[config.mk]
export PLATFORM = sky130hd
export DESIGN_NAME = time_keeper
export DESIGN_NICKNAME = d
export VERILOG_FILES = /design/src/rtl/time_keeper.sv
export SDC_FILE = /design/constraint.sdc
export NUM_CORES = 1
export LEC_CHECK = 0
export ABC_CLOCK_PERIOD_IN_PS = 2400
export CORE_ASPECT_RATIO = 1.2
export CORE_MARGIN = 2
export CORE_UTILIZATION = 45
export CTS_CLUSTER_DIAMETER = 150
export DETAILED_ROUTE_END_ITERATION = 16
export PLACE_DENSITY = 0.77
export SETUP_SLACK_MARGIN = 0.15
export SLEW_MARGIN = 20
export SYNTH_ARGS = -nofsm -noshare
export SYNTH_HDL_FRONTEND = slang
export SYNTH_SLANG_ARGS = --single-unit
[constraint.sdc]
create_clock -name Clk -period 2.4 [get_ports Clk]
set_input_delay 0.48 -clock Clk [delete_from_list [all_inputs] [get_ports Clk]]
set_output_delay 0.48 -clock Clk [all_outputs]
set_load 0.1 [all_outputs]
[src/rtl/time_keeper.sv]
// rtl/time_keeper.sv - time-of-day and alarm field counters with RUN/SET_TIME/SET_ALARM modes
module time_keeper #(
  parameter logic [6:0] SEC_MOD = 7'd60,
  parameter logic [6:0] MIN_MOD = 7'd60,
  parameter logic [6:0] HRS_MOD = 7'd24,
  parameter logic [6:0] DAY_MOD = 7'd7
) (
  input  logic       Clk,
  input  logic       Reset,
  input  logic       Tick,
  input  logic       Timeset,
  input  logic       Alarmset,
  input  logic       Minadv,
  input  logic       Hrsadv,
  input  logic       Dayadv,
  output logic [6:0] tsec,
  output logic [6:0] tmin,
  output logic [6:0] thrs,
  output logic [6:0] tday,
  output logic [6:0] amin,
  output logic [6:0] ahrs,
  output logic [6:0] aday,
  output logic       sec_wrap
);

  typedef enum logic [1:0] {RUN, SET_TIME, SET_ALARM} state_t;

  state_t state;
  state_t next_state;
  logic   min_prev, hrs_prev, day_prev;
  logic   min_edge, hrs_edge, day_edge;

  function automatic logic [6:0] inc_mod(input logic [6:0] v, input logic [6:0] m);
    return (v == m - 7'd1) ? 7'd0 : v + 7'd1;
  endfunction

  assign min_edge = Minadv & ~min_prev;
  assign hrs_edge = Hrsadv & ~hrs_prev;
  assign day_edge = Dayadv & ~day_prev;

  always_comb begin
    next_state = RUN;
    if (Timeset)       next_state = SET_TIME;
    else if (Alarmset) next_state = SET_ALARM;
  end

  always_ff @(posedge Clk or negedge Reset) begin
    if (!Reset) begin
      state    <= RUN;
      // History starts high so a button held through reset release is not an edge
      min_prev <= 1'b1;
      hrs_prev <= 1'b1;
      day_prev <= 1'b1;
      tsec     <= 7'd0;
      tmin     <= 7'd0;
      thrs     <= 7'd0;
      tday     <= 7'd0;
      amin     <= 7'd0;
      ahrs     <= 7'd0;
      aday     <= 7'd0;
      sec_wrap <= 1'b0;
    end else begin
      state    <= next_state;
      min_prev <= Minadv;
      hrs_prev <= Hrsadv;
      day_prev <= Dayadv;
      sec_wrap <= 1'b0;

      case (state)
        RUN, SET_ALARM: begin
          if (Tick) begin
            tsec <= inc_mod(tsec, SEC_MOD);
            if (tsec == SEC_MOD - 7'd1) begin
              sec_wrap <= 1'b1;
              tmin     <= inc_mod(tmin, MIN_MOD);
              if (tmin == MIN_MOD - 7'd1) begin
                thrs <= inc_mod(thrs, HRS_MOD);
                if (thrs == HRS_MOD - 7'd1) tday <= inc_mod(tday, DAY_MOD);
              end
            end
          end
        end
        SET_TIME: begin
          if (min_edge) tmin <= inc_mod(tmin, MIN_MOD);
          if (hrs_edge) thrs <= inc_mod(thrs, HRS_MOD);
          if (day_edge) tday <= inc_mod(tday, DAY_MOD);
        end
        default: ;
      endcase

      if (state == SET_ALARM) begin
        if (min_edge) amin <= inc_mod(amin, MIN_MOD);
        if (hrs_edge) ahrs <= inc_mod(ahrs, HRS_MOD);
        if (day_edge) aday <= inc_mod(aday, DAY_MOD);
      end

      // Entering SET_TIME zeroes seconds and overrides any tick on the same edge
      if (next_state == SET_TIME && state != SET_TIME) begin
        tsec     <= 7'd0;
        sec_wrap <= 1'b0;
      end
    end
  end

endmodule
# Word level (Yosys, flattened, before mapping)
# Cells that the tools add are included.
[totals]
output_inout_bits = 50
reg_bits = 55
inputBits = 8
elab_cells = 87
[classes]
addsub = 7
n_reduce_logical = 13
mux = 31
eq_ne = 18
bitwise = 6
[ops]
columns = ["cell", "count"]
rows = [
  ["$mux 7", 22],
  ["$add 7x1->7 const B", 7],
  ["$pmux 7 s2", 3],
  ["$eq 7x6->1 const B", 3],
  ["$eq 7x3->1 const B", 2],
  ["$eq 7x5->1 const B", 2],
  ["$ne 2x2->1 const B", 7],
  ["$reduce_and 2->1", 4],
  ["$reduce_and 6->1", 1],
  ["$reduce_bool 2->1", 3],
  ["$reduce_and 5->1", 1],
  ["$eq 2x1->1 const B", 2],
  ["$mux 1", 4],
  ["$mux 2", 2],
  ["$reduce_and 4->1", 1],
  ["$and 1x1->1", 3],
  ["$not 1->1", 3],
  ["$eq 2x2->1 const B", 1],
  ["$logic_not 2->1", 1],
  ["$ne 2x1->1 const B", 1],
  ["$reduce_or 2->1", 1],
  ["$logic_and 1x1->1", 1],
]

# Longest topological paths before layout
[logic_depth]
depth_word = 7
mapped_depth = 7
mapped_depth_nobuf = 7

# Worst setup path after synthesis
# OpenSTA, ideal clock, no wires.
[synth_path]
kind = "reg2reg"
start = "register tmin[0]"
end = "register tday[3]"
stages_incl_launch_ff = 7
t_required_ps = 2332
synth_period_minus_slack_ps = 2419
arrival_ps = 2351
setup_time_ps = 68
n_path_buf = 0
slack_ps = -19
path_cell_list = "dfrtp_1 > ha_1 > nand2_1 > nor4_4 > a31oi_1 > or4_1 > nand2_1"
[synth_via]
elab_chain_len = 3
[synth_rtl]
columns = ["element", "line_no", "text"]
rows = [
  ["start: declaration", "17", "output logic [6:0] tmin,"],
  ["start signal: assignment", "75", "tmin <= inc_mod(tmin, MIN_MOD);"],
  ["start signal: assignment", "84", "if (min_edge) tmin <= inc_mod(tmin, MIN_MOD);"],
  ["$eq 7x6->1", "76", "if (tmin == MIN_MOD - 7'd1) begin"],
  ["$ne 2x2->1 (no source line)", "--", ""],
  ["$reduce_and 6->1 (no source line)", "--", ""],
  ["end signal: assignment", "78", "if (thrs == HRS_MOD - 7'd1) tday <= inc_mod(tday, DAY_MOD);"],
  ["end signal: assignment", "86", "if (day_edge) tday <= inc_mod(tday, DAY_MOD);"],
  ["end: declaration", "19", "output logic [6:0] tday,"],
]
# No other way between the ends.
# A chain may end at the register's enable or synchronous reset.

# Worst setup path in the final report
[layout_path]
start = "input port Tick"
end = "register tday[3]"
[layout_via]
elab_chain_len = 2
[layout_rtl]
columns = ["element", "line_no", "text"]
rows = [
  ["start: declaration", "10", "input logic Tick,"],
  ["$ne 2x2->1 (no source line)", "--", ""],
  ["$reduce_and 6->1 (no source line)", "--", ""],
]
# No other way between the ends.

==> results.json <==
{
  "detailedPlace.worstSlack_ps": 172,
  "die-area_um2": 6570,
  "cts_setup_buffers": 0,
  "grt_max_degree": 33,
  "p_leak_nw": 1.56,
  "crit_fanout": 5,
  "cp_slowest_cell": "or4_1",
  "synth_edf_count": 0,
  "finalCritPeriodShare_pct": 80.0,
  "ctsRootBufferMaster": "clkbuf_8",
  "required_ps": 2640,
  "totalWireLength_um": 5470,
  "globalRouteTotalUtil_pct": 17.6,
  "cts.path.max_buffers": 2,
  "hold_buffers": 0,
  "drtAntennaViolNets": 0,
  "drtIter0Drc": 78,
  "r2r_cells": 6,
  "fp.dieH_um": 88.4,
  "cts_max_level": 2,
  "cts_buffers": 5,
  "maxCapViolCount": 0,
  "synth-async-reset-ratio_pct": 100,
  "comb_power_share_pct": 47.2,
  "nNetsFinal": 348,
  "fin_skew_ps": 6.34,
  "cp-end-kind": "flip-flop",
  "crit_chain": "clkdlybuf4s50_1 > nor2b_2 > and4_1 > a31oi_1 > or4_1 > nand2_1",
  "hold_path.class": "input pin to async pin",
  "coreArea_um2": 5710,
  "worst_pin_slew_ps": 540,
  "cts_tree": "built",
  "ir_worst_vdd_v": 0.00107,
  "ys_ff_latch": 55,
  "num_vias": 2174,
  "crit_type": "input pin to flip-flop",
  "p_clk_share_pct": 14.4,
  "wire_per_inst_um": 13.3,
  "initial_utilization_pct": 46.8,
  "io_pins": 58,
  "status": "finished clean",
  "drc": 0,
  "worstSetupStartpointType": "input pin",
  "first_pass_iters": 4,
  "vias_per_cell": 5.28,
  "dpl.hpwl_um": 4130,
  "grt-ovfl-total": 0,
  "clock.fmax_mhz": 521,
  "arrival_ps": 2160,
  "final_cell_area_um2": 3330,
  "p_sw_mw": 1.73,
  "num_antenna_cells": 0,
  "maxSlewViolCount": 0,
  "numClockSinks": 55,
  "worstReg2RegEnd": "tday[3]",
  "max_stage_delay_ps": 540,
  "syn_nets": 283,
  "reg2reg_slack_ps": 520,
  "final_core_util_pct": 58.4,
  "drive_gt1_share_pct": 23.5,
  "grt_pass1_wl_um": 9110,
  "grt_pass1_vias": 2067,
  "synth_cell_types": 39,
  "setup_violations": 0,
  "slew_headroom_pct": 63.7,
  "post_cts_resized": 0,
  "p_int_mw": 1.61,
  "globalplace.congestion": 0.829,
  "hold_ws_ps": 30.5,
  "area_growth_pct": 24.6,
  "fillers": 518,
  "syn_avg_cell_area_um2": 10.0,
  "worstSkewPairLatency_ps": 300,
  "ys_seq_area_share_pct": 51.6,
  "die_x_um": 74.4,
  "clk_pin_slew_ps": 90,
  "regArea_um2": 1390,
  "netlist_area_um2": 2670,
  "synthCells": 266,
  "grt_setup_unrepaired": "false",
  "synth_ff_type": "dfrtp_1",
  "hold_viol": 0,
  "rows": 30,
  "ys.warnings.count": 0,
  "p_per_area_nw_per_um2": 1000,
  "finalCriticalPeriod_ps": 1920,
  "r2r-start": "tmin[0]",
  "worst_slack_ps": 479,
  "swShare_pct": 51.9,
  "pwr-share-seq_pct": 38.4,
  "antenna_found_initial": 0,
  "fin_setup_tns_ps": 0,
  "io_buffers": 57,
  "multi_input_area_um2": 1270,
  "postPlaceCellArea_um2": 3250
}
## synth_stat cells (all sizes together) (3+ instances only)
| library cell | count | area (um2) |
|---|---|---|
| nand2b | 9 | 56.3 |
| and3 | 12 | 75.1 |
| nand3 | 4 | 20.0 |
| xor2 | 7 | 61.3 |
| mux2 | 3 | 33.8 |
| xnor2 | 10 | 87.6 |
| nor2 | 21 | 78.8 |
| o31ai | 3 | 22.5 |
| a21o | 6 | 45.0 |
| dfstp | 3 | 78.8 |
| ha | 9 | 113 |
| nand2 | 37 | 141 |
| a21oi | 3 | 15.0 |
| inv | 3 | 11.3 |
| a31oi | 9 | 56.3 |
| nand4 | 15 | 93.8 |
| buf | 3 | 15.0 |
| dfrtp | 52 | 1300 |
| o21ai | 27 | 135 |
| nor3 | 8 | 45.0 |
| nor2b | 3 | 21.3 |
## how the worst max path moves through the flow
stage / slack (ps) / startpoint / depth (start not counted) / end
after floorplan: 150 / tmin[4] / 5 / tday[3]
after global placement: 240 / Tick / 6 / tday[3]
after detailed placement: 170 / Tick / 6 / tday[3]
after CTS: 490 / Tick / 6 / tday[3]
after global routing: 370 / tmin[0] / 6 / tday[3]
final: 480 / Tick / 6 / tday[3]
## power by group through the flow
stage | clock network, mW | logic [mW] | registers, mW
finish | 0.482 | 1.58 | 1.28
floorplan | 0 | 0.246 | 2.27
detailed placement | 0 | 1.59 | 1.29
global placement | 0 | 1.57 | 1.29
CTS | 0.506 | 1.59 | 1.28
global route | 0.545 | 1.65 | 1.31
## state kept, by name, indices dropped and copies added, names as in the netlist
| signal | flops |
|---|---|
| tsec | 7 |
| aday | 7 |
| ahrs | 7 |
| hrs_prev | 1 |
| min_prev | 1 |
| day_prev | 1 |
| tmin | 7 |
| sec_wrap | 1 |
| state | 2 |
| amin | 7 |
| tday | 7 |
| thrs | 7 |
## cells in the final DEF (no fill, tap or decap), types with 9 or more instances in the layout
cell,synthesis,routed
a31oi_1,9,9
and3_1,12,12
buf_4,0,53
dfrtp_1,52,45
ha_1,9,9
nand2_1,36,36
nand2b_1,9,9
nand4_1,15,15
nor2_1,21,21
o21ai_1,23,23
xnor2_1,10,10
## routing by layer
| metal | vias to the layer above | wire [um] | GRT usage [%] |
|---|---|---|---|
| met5 | - | 0 | 0 |
| met4 | 0 | 57 | 5.84 |
| met3 | 4 | 176 | 2.96 |
| met2 | 45 | 2780 | 30.8 |
| met1 | 1037 | 2460 | 22.1 |
| li1 | 1088 | - | - |
## logic make-up after synthesis
| family | count (synthesis) | synth area share, % |
|---|---|---|
| AO/OA/AOI/OAI | 52 | 11.3 |
| XOR/XNOR | 17 | 5.57 |
| adder cells (fa/ha/maj) | 9 | 4.21 |
| buffers and inverters | 6 | 0.983 |
| flip-flops | 55 | 51.6 |
| multiplexers | 3 | 1.26 |
| AND/OR/NAND/NOR | 124 | 25.0 |
## final cells by class
| class | count | share of cell area (%) |
|---|---|---|
| clock inverters | 1 | 0.150 |
| flip-flops and latches | 55 | 41.7 |
| well taps | 80 | 3.01 |
| inverters | 3 | 0.338 |
| multi-input cells | 205 | 38.0 |
| repair buffers | 61 | 14.5 |
| clock buffers | 7 | 2.29 |
## critical path, delay by kind of cell
family / cells / cell delay (ps)
AO/OA/AOI/OAI: 1 / 120
AND/OR/NAND/NOR: 4 / 1100
buffers and inverters: 1 / 470
## per-stage QoR
step,instances,power (mW)
floorplan,266,2.51
global placement,404,2.86
detailed placement,404,2.88
CTS,412,3.37
global route,412,3.50
finish,412,3.34
Power figures use the tool's default switching activity.
